<file path="src/rtl/key_debounce_array_if.sv">
// Purpose: bundles the raw key inputs and the debounced level/event outputs of key_debounce_array.
// Latency: none; wiring only.
// Backpressure: none; outputs are free-running levels and one-cycle pulses with no ready signal.
interface key_debounce_array_if #(
    parameter int N_KEYS = 4
);
    logic [N_KEYS-1:0] key_in;       // raw, asynchronous button inputs
    logic [N_KEYS-1:0] key_state;    // debounced level, 1 = pressed
    logic [N_KEYS-1:0] key_press;    // one-cycle pulse on debounced 0->1
    logic [N_KEYS-1:0] key_release;  // one-cycle pulse on debounced 1->0
    logic [N_KEYS-1:0] key_long;     // one-cycle pulse once a press has been held long enough
    logic              key_any;      // OR of key_state, cycle-aligned with it

    // Button side / user-interface side: drives the keys, consumes the events.
    modport master (
        output key_in,
        input  key_state,
        input  key_press,
        input  key_release,
        input  key_long,
        input  key_any
    );

    // Debouncer side.
    modport slave (
        input  key_in,
        output key_state,
        output key_press,
        output key_release,
        output key_long,
        output key_any
    );
endinterface

</file>
<file path="src/rtl/key_debounce_array.sv">
// Purpose: per-channel 2-flop sync, polarity normalisation, debounce, press/release/long-press pulses.
// Latency: a clean input change shows on key_state and its pulse DEBOUNCE_CYCLES+2 cycles after the transition.
// Backpressure: none; every channel runs freely and independently, events are never stalled or queued.
module key_debounce_array #(
    parameter int N_KEYS            = 4,
    parameter int DEBOUNCE_CYCLES   = 1000000,
    parameter int LONG_PRESS_CYCLES = 50000000,
    parameter bit ACTIVE_LOW        = 1'b0
) (
    input  logic                 clk,
    input  logic                 rst_n,
    key_debounce_array_if.slave  kif
);

    // Counter widths follow the cycle parameters; a 1-bit floor keeps the
    // disabled long-press case (LONG_PRESS_CYCLES == 0) legal.
    localparam int DCW         = (DEBOUNCE_CYCLES > 1) ? $clog2(DEBOUNCE_CYCLES) : 1;
    localparam int LCW         = (LONG_PRESS_CYCLES > 1) ? $clog2(LONG_PRESS_CYCLES) : 1;
    localparam int LP_LAST_INT = (LONG_PRESS_CYCLES > 0) ? (LONG_PRESS_CYCLES - 1) : 0;
    localparam bit LONG_EN     = (LONG_PRESS_CYCLES != 0);

    localparam logic [DCW-1:0]    DC_LAST = DCW'(DEBOUNCE_CYCLES - 1);
    localparam logic [LCW-1:0]    LP_LAST = LCW'(LP_LAST_INT);
    localparam logic [N_KEYS-1:0] KEY_INV = {N_KEYS{ACTIVE_LOW}};

    // Synchroniser: polarity is normalised before the first flop so that an
    // idle-high active-low key looks like "released" (0) straight out of reset.
    logic [N_KEYS-1:0] key_norm;
    logic [N_KEYS-1:0] sync1_q;
    logic [N_KEYS-1:0] sync2_q;

    // Debounced level and per-channel counters.
    logic [N_KEYS-1:0] state_q;
    logic [N_KEYS-1:0] state_d;
    logic [DCW-1:0]    dcnt_q [N_KEYS];
    logic [DCW-1:0]    dcnt_d [N_KEYS];
    logic [LCW-1:0]    lcnt_q [N_KEYS];
    logic [LCW-1:0]    lcnt_d [N_KEYS];

    // long_done remembers that key_long already fired for the current press,
    // because lcnt saturates and would otherwise keep matching LP_LAST.
    logic [N_KEYS-1:0] long_done_q;
    logic [N_KEYS-1:0] long_done_d;

    // Registered event pulses.
    logic [N_KEYS-1:0] press_q;
    logic [N_KEYS-1:0] press_d;
    logic [N_KEYS-1:0] release_q;
    logic [N_KEYS-1:0] release_d;
    logic [N_KEYS-1:0] long_q;
    logic [N_KEYS-1:0] long_d;
    logic              any_q;
    logic              any_d;

    assign key_norm = kif.key_in ^ KEY_INV;

    // Two-flop synchroniser for every raw key input.
    always_ff @(posedge clk or negedge rst_n) begin
        if (!rst_n) begin
            sync1_q <= '0;
            sync2_q <= '0;
        end else begin
            sync1_q <= key_norm;
            sync2_q <= sync1_q;
        end
    end

    // Next-state for debounce, long-press and the event pulses of every channel.
    always_comb begin
        state_d     = state_q;
        long_done_d = long_done_q;
        press_d     = '0;
        release_d   = '0;
        long_d      = '0;
        for (int i = 0; i < N_KEYS; i++) begin
            dcnt_d[i] = '0;
            lcnt_d[i] = '0;

            // Debounce: count only while the synchronised input disagrees
            // with the debounced level; any agreement restarts the window.
            if (sync2_q[i] != state_q[i]) begin
                if (dcnt_q[i] == DC_LAST) begin
                    state_d[i]   = sync2_q[i];
                    press_d[i]   = sync2_q[i];
                    release_d[i] = ~sync2_q[i];
                end else begin
                    dcnt_d[i] = dcnt_q[i] + DCW'(1);
                end
            end

            // Long press: count the held time from the press edge, saturate,
            // and fire once. A release landing on the same edge wins so that
            // release and long never pulse together.
            if (LONG_EN) begin
                if (state_q[i]) begin
                    lcnt_d[i] = (lcnt_q[i] == LP_LAST) ? lcnt_q[i] : (lcnt_q[i] + LCW'(1));
                    if ((lcnt_q[i] == LP_LAST) && !long_done_q[i] && !release_d[i]) begin
                        long_d[i]      = 1'b1;
                        long_done_d[i] = 1'b1;
                    end
                end else begin
                    long_done_d[i] = 1'b0;
                end
            end
        end
        any_d = |state_d;
    end

    // State, counters and pulse registers; reset clears every count.
    always_ff @(posedge clk or negedge rst_n) begin
        if (!rst_n) begin
            state_q     <= '0;
            long_done_q <= '0;
            press_q     <= '0;
            release_q   <= '0;
            long_q      <= '0;
            any_q       <= 1'b0;
            for (int i = 0; i < N_KEYS; i++) begin
                dcnt_q[i] <= '0;
                lcnt_q[i] <= '0;
            end
        end else begin
            state_q     <= state_d;
            long_done_q <= long_done_d;
            press_q     <= press_d;
            release_q   <= release_d;
            long_q      <= long_d;
            any_q       <= any_d;
            for (int i = 0; i < N_KEYS; i++) begin
                dcnt_q[i] <= dcnt_d[i];
                lcnt_q[i] <= lcnt_d[i];
            end
        end
    end

    assign kif.key_state   = state_q;
    assign kif.key_press   = press_q;
    assign kif.key_release = release_q;
    assign kif.key_long    = long_q;
    assign kif.key_any     = any_q;

endmodule

</file>
<file path="src/flat_wrapper.sv">
// flat-port wrapper written by rule: the top's interface ports become plain ports
module key_debounce_array_flat 
#(
    parameter int N_KEYS            = 4,
    parameter int DEBOUNCE_CYCLES   = 1000000,
    parameter int LONG_PRESS_CYCLES = 50000000,
    parameter bit ACTIVE_LOW        = 1'b0
)
  (clk, rst_n, kif_key_in, kif_key_state, kif_key_press, kif_key_release, kif_key_long, kif_key_any);
  key_debounce_array_if #(.N_KEYS(N_KEYS)) kif_i ();
  input  logic clk;
  input  logic rst_n;
  input wire logic [$bits(kif_i.key_in)-1:0] kif_key_in;
  output wire logic [$bits(kif_i.key_state)-1:0] kif_key_state;
  output wire logic [$bits(kif_i.key_press)-1:0] kif_key_press;
  output wire logic [$bits(kif_i.key_release)-1:0] kif_key_release;
  output wire logic [$bits(kif_i.key_long)-1:0] kif_key_long;
  output wire logic [$bits(kif_i.key_any)-1:0] kif_key_any;
  assign kif_i.key_in = kif_key_in;
  assign kif_key_state = kif_i.key_state;
  assign kif_key_press = kif_i.key_press;
  assign kif_key_release = kif_i.key_release;
  assign kif_key_long = kif_i.key_long;
  assign kif_key_any = kif_i.key_any;
  key_debounce_array #(.N_KEYS(N_KEYS), .DEBOUNCE_CYCLES(DEBOUNCE_CYCLES), .LONG_PRESS_CYCLES(LONG_PRESS_CYCLES), .ACTIVE_LOW(ACTIVE_LOW)) u_core (.clk(clk), .rst_n(rst_n), .kif(kif_i));
endmodule
</file>
<file path="config.mk">
export PLATFORM = sky130hd
export DESIGN_NAME = key_debounce_array_flat
export DESIGN_NICKNAME = d
export VERILOG_FILES = /design/src/rtl/key_debounce_array_if.sv /design/src/rtl/key_debounce_array.sv /design/src/flat_wrapper.sv
export SDC_FILE = /design/constraint.sdc
export NUM_CORES = 1
export LEC_CHECK = 0
export BUFFER_PORTS_ARGS = -buffer_cell sky130_fd_sc_hd__buf_2
export CAP_MARGIN = 20
export CORE_ASPECT_RATIO = 1.4
export CORE_MARGIN = 2
export CORE_UTILIZATION = 32
export DETAILED_ROUTE_END_ITERATION = 8
export HOLD_SLACK_MARGIN = 0.12
export SYNTH_ARGS = -nofsm -noshare
export SYNTH_HDL_FRONTEND = slang
export SYNTH_SLANG_ARGS = --single-unit
</file>
<file path="constraint.sdc">
create_clock -name clk -period 3.6 [get_ports clk]
set_input_delay 0 -clock clk [delete_from_list [all_inputs] [get_ports clk]]
set_output_delay 0 -clock clk [all_outputs]
set_load 0.05 [all_outputs]
</file>
Yosys cells after proc, flatten, opt, wreduce, memory -nomap -nowiden
Cells that the tools add are included.
Widths: inputs -> output; s select.
{"block": "totals", "regBits": 213, "input_bits": 6, "output_inout_bits": 17, "wordCells": 124}
{"block": "op_classes", "add_sub_neg": 8, "n_eq_ne": 20, "n_mux": 56, "bitwise_logic": 4, "n_reduce_logical": 17}
{"cell": "$mux 26", "n": 8}
{"cell": "$mux 20", "n": 8}
{"cell": "$add 26x1->26 const B", "n": 4}
{"cell": "$eq 26x26->1 const B", "n": 4}
{"cell": "$add 20x1->20 const B", "n": 4}
{"cell": "$eq 20x20->1 const B", "n": 4}
{"cell": "$mux 1", "n": 40}
{"cell": "$ne 2x2->1 const B", "n": 8}
{"cell": "$logic_and 1x1->1", "n": 8}
{"cell": "$logic_not 1->1", "n": 8}
{"cell": "$ne 1x1->1", "n": 4}
{"cell": "$not 1->1", "n": 4}
{"cell": "$reduce_or 4->1", "n": 1}

Logic depth before layout (Yosys ltp)
{"block": "logic_depth", "depth_word": 7, "ltp_mapped": 8, "depth_no_buf": 6}

Worst setup path after synthesis
Ideal clock, no wire load.
{"block": "synth_timing", "path_kind": "register -> register", "startpoint": "reg u_core.dcnt_q[40] (netlist name)", "endpoint": "reg u_core.any_q (netlist: u_core.kif.key_any)", "arrival_ns": 1.942, "required_time_ns": 3.461, "setup_slack_ns": 1.519, "stages_incl_launch_ff": 7, "path_buffers": 0, "path_cell_list": "dfrtp_1 > ha_1 > nand4_1 > nor2_1 > and4_1 > mux2_2 > or4_1"}
{"block": "synth_via", "elab_chain_cells": 4}
{"element": "start, declared", "line_no": "key_debounce_array.sv:35", "source": "logic [DCW-1:0] dcnt_q [N_KEYS];"}
{"element": "start signal, assigned by index", "line_no": "key_debounce_array.sv:130", "source": "dcnt_q[i] <= dcnt_d[i];"}
{"element": "$eq 20x20->1", "line_no": "key_debounce_array.sv:82", "source": "if (dcnt_q[i] == DC_LAST) begin"}
{"element": "$mux 1", "line_no": "key_debounce_array.sv:82"}
{"element": "$mux 1", "line_no": "key_debounce_array.sv:81", "source": "if (sync2_q[i] != state_q[i]) begin"}
{"element": "via u_core.state_d[1]", "line_no": "key_debounce_array.sv:34", "source": "logic [N_KEYS-1:0] state_d;"}
{"element": "$reduce_or 4->1", "line_no": "key_debounce_array.sv:106", "source": "any_d = |state_d;"}
{"element": "via u_core.any_d", "line_no": "key_debounce_array.sv:53", "source": "logic any_d;"}
{"element": "end signal, assigned", "line_no": "key_debounce_array.sv:128", "source": "any_q <= any_d;"}
{"element": "end, declared", "line_no": "key_debounce_array.sv:52", "source": "logic any_q;"}
The timed path passes the listed nets, and every way through them passes these cells.
A chain may end at the register's enable or synchronous reset.

Worst setup path in the final report
Ends and elaborated chain as after synthesis.

==> results.py <==
metrics = {
    "logic_synthesis": {
        "synthAdderAreaFrac_pct": 0.961,
        "ys.flop_type": "dfrtp_1",
        "synth_compound_area_share_pct": 5.37,
        "synth_edf_count": 0,
        "synth_mux_area_share_pct": 1.43,
        "syn-mean-instance-area_um2": 10.2,
        "synth_nets": 1032,
        "yosys.area_share.simple_pct": 27.7,
        "yosys_warnings": 0,
        "ys_ff_latch": 213,
        "synth_top_family_by_area": "simple AND/OR/NAND/NOR gates",
        "synth_xor_area_share_pct": 11.0,
        "async_reset_ff_share_pct": 100,
        "synthCells": 1018,
        "seq_area_frac_synth_pct": 51.2,
        "synth_area_mm2": 0.0104,
        "ys_types": 60,
    },
    "worst_setup_path": {
        "worstSetupEndpointType": "flip-flop",
        "r2r-start": "u_core.dcnt_q[40]$_DFF_PN0_",
        "reg2regPathDepth": 6,
        "worstPathMaxFanout": 6,
        "r2r_end": "u_core.kif.key_any$_DFF_PN0_",
        "r2r_setup_slack_ps": 1300,
        "cp.arrival_ps": 2690,
        "slowest_stage": "or4_1",
        "path_class": "flip-flop to flip-flop",
        "cp_cell_sequence": "ha_1 -> nand4_1 -> nor2_1 -> and4_1 -> mux2_2 -> or4_1",
        "crit_path_start": "u_core.dcnt_q[40]$_DFF_PN0_",
        "critPathLaunchType": "flip-flop",
        "cp.required_ps": 4000,
        "critical_path.max_stage_delay_ps": 390,
    },
    "route": {
        "antenna_left": 0,
        "wl_per_cell_um": 13.5,
        "drtIter0Drc": 391,
        "route.detailed.drc": 0,
        "via_count": 7235,
        "wl_um": 19700,
        "via_per_inst": 4.95,
        "first_pass_iters": 4,
    },
    "sta": {
        "min_period_ps": 2300,
        "fmax_ghz": 0.436,
        "hold_viol_final": 0,
        "finalClockSkew_ps": 7.61,
        "drv_slew": 0,
        "setup_tns_ps": 0,
        "period_share_pct": 63.8,
        "tightest_slew_ps": 1020,
        "slew_headroom_pct": 32.1,
        "setup_viol": 0,
        "rsz0062_at_grt": "no",
        "fin_ws_ps": 1300,
    },
    "grt": {
        "grt-ovfl-total": 0,
        "grt_max_degree": 109,
        "grt_pass1_vias": 7388,
        "grt_usage_pct": 12.1,
        "grt_antenna_before_repair": 0,
        "grt_pass1_wl_um": 35000,
    },
    "final_layout": {
        "layout_commonest_cell": "dfrtp_1",
        "fill_cells": 3219,
        "syn_to_final_growth_pct": 13.2,
        "stdcell_area_mm2": 0.0118,
        "fin_cells": 1461,
        "drive_gt1_share_pct": 8.48,
        "diodes": 0,
        "finalNetCount": 1060,
        "final_cell_mix": "213 x dfrtp_1, 96 x nor2_1, 74 x nand2_1",
    },
    "floorplan": {
        "dieArea_mm2": 0.0340,
        "num_rows": 78,
        "die_w_um": 156,
        "io_pins": 23,
        "core_area_mm2": 0.0322,
        "start_util_pct": 32.3,
        "fp.dieH_um": 217,
    },
    "placed_design": {
        "gp_congestion": 0.773,
        "placed_cell_area_mm2": 0.0109,
        "hpwl_um": 12500,
        "io_buffers": 22,
        "place_inst": 1412,
        "place_ws_ps": 1280,
    },
    "run_status": {
        "status": "finished, final reports clean",
    },
    "cts": {
        "cts_made_buffers": 24,
        "cts.htree.levels": 1,
        "clk_latency_ps": 530,
        "clkTransAtPathRegs_ps": 60,
        "cts_buffer_depth": 3,
        "cts.root.buffer_cell": "clkbuf_16",
        "cts_resized": 0,
        "cts.sinks": 213,
        "cts_tree": "done",
    },
    "power": {
        "ir_drop_mv": 0.383,
        "p_per_area_mw_per_mm2": 420,
        "leakage_nw": 4.99,
    },
    "worst_hold_path": {
        "hold_path_class": "input port to async pin",
    },
    "job": {
        "maxCapViolations": 0,
    },
}
[worst max path at each step]
stage	endpoint	slack, ps	cells after the start
2_1_floorplan	u_core.kif.key_any$_DFF_PN0_	1520	6
3_3_place_gp	u_core.kif.key_any$_DFF_PN0_	1350	6
3_5_place_dp	u_core.kif.key_any$_DFF_PN0_	1280	6
4_1_cts	u_core.kif.key_any$_DFF_PN0_	1280	6
5_1_grt	u_core.kif.key_any$_DFF_PN0_	1070	6
6_report	u_core.kif.key_any$_DFF_PN0_	1300	6
[through the flow]
stage / hold WS [ps] / power [W] / util, %
3_3_place_gp: 110 / 0.00256 / 34.0
2_1_floorplan: -296 / 0.00250 / -
5_1_grt: 162 / 0.00516 / 36.6
6_report: 133 / 0.00495 / 36.6
4_1_cts: 138 / 0.00505 / 36.6
3_5_place_dp: 109 / 0.00256 / 34.0
[logic make-up (layout without fill, tap and decap cells)]
logic type               Yosys count  after routing
adder cells (fa/ha/maj)            8              8
XOR/XNOR                         131            131
AO/OA/AOI/OAI                     83             83
buffers and inverters             59            102
AND/OR/NAND/NOR                  510            510
flip-flops                       213            213
multiplexers                      14             14
[metal layers]
layer / wire length [um] / track usage [%] / vias to the layer above
met5: 0 / 0 / -
li1: - / - / 3577
met1: 9040 / 15.1 / 3562
met3: 620 / 1.99 / 28
met4: 382 / 4.07 / 0
met2: 9700 / 21.1 / 68
[cell type report]
cell class                      count  area [um2]  share of cell area, %
Clock buffer                       32         641                   5.43
Inverter                           26        97.6                  0.828
Sequential cell                   213        5330                   45.2
Multi-Input combinational cell    746        4840                   41.0
Clock inverter                      9         135                   1.15
Timing Repair Buffer               35         250                   2.12
Tap cell                          400         500                   4.24
[critical path: cells and delay by family, from the launching register on]
family / cells / cell delay, ps
adders and majority gates: 1 / 220
and+or+nand+nor: 4 / 1200
DFF: 1 / 380
muxes: 1 / 360
[report_power, final]
group / internal, W / switching (W) / leakage, nW / total [W]
logic: 0.0000249 / 0.0000721 / 1.66 / 0.0000970
clock network: 0.00146 / 0.000968 / 0.380 / 0.00243
registers: 0.00241 / 0.0000152 / 2.95 / 0.00243
[Yosys cell counts (11+ instances only)]
master,count,area (um2)
clkbuf_1,23,86.3
inv_1,26,97.6
nand4_1,29,181
xnor2_1,69,604
xor2_1,62,543
nor2_1,96,360
and4_1,18,158
nand3_1,67,335
nand2_1,74,278
a21boi_1,11,82.6
nor3_1,31,155
and3_1,26,163
a21boi_0,18,135
dfrtp_1,213,5330
nor4_1,19,119
or3_1,25,156
and2_1,57,357
o21ai_0,25,125
nor3b_1,11,82.6
[registers in the layout (all words and copies together) (netlist names)]
name,cells
u_core.dcnt_q,80
u_core.long_done_q,4
u_core.lcnt_q,104
u_core.kif.key_any,1
u_core.kif.key_release,4
u_core.sync2_q,4
u_core.kif.key_long,4
u_core.kif.key_press,4
u_core.kif.key_state,4
u_core.sync1_q,4
[timing repair]
action                    in CTS  in global routing
buffers inserted               0                  0
hold buffers                   8                  0
hold endpoints to repair     109                  0
(Power assumes the default switching activity.)
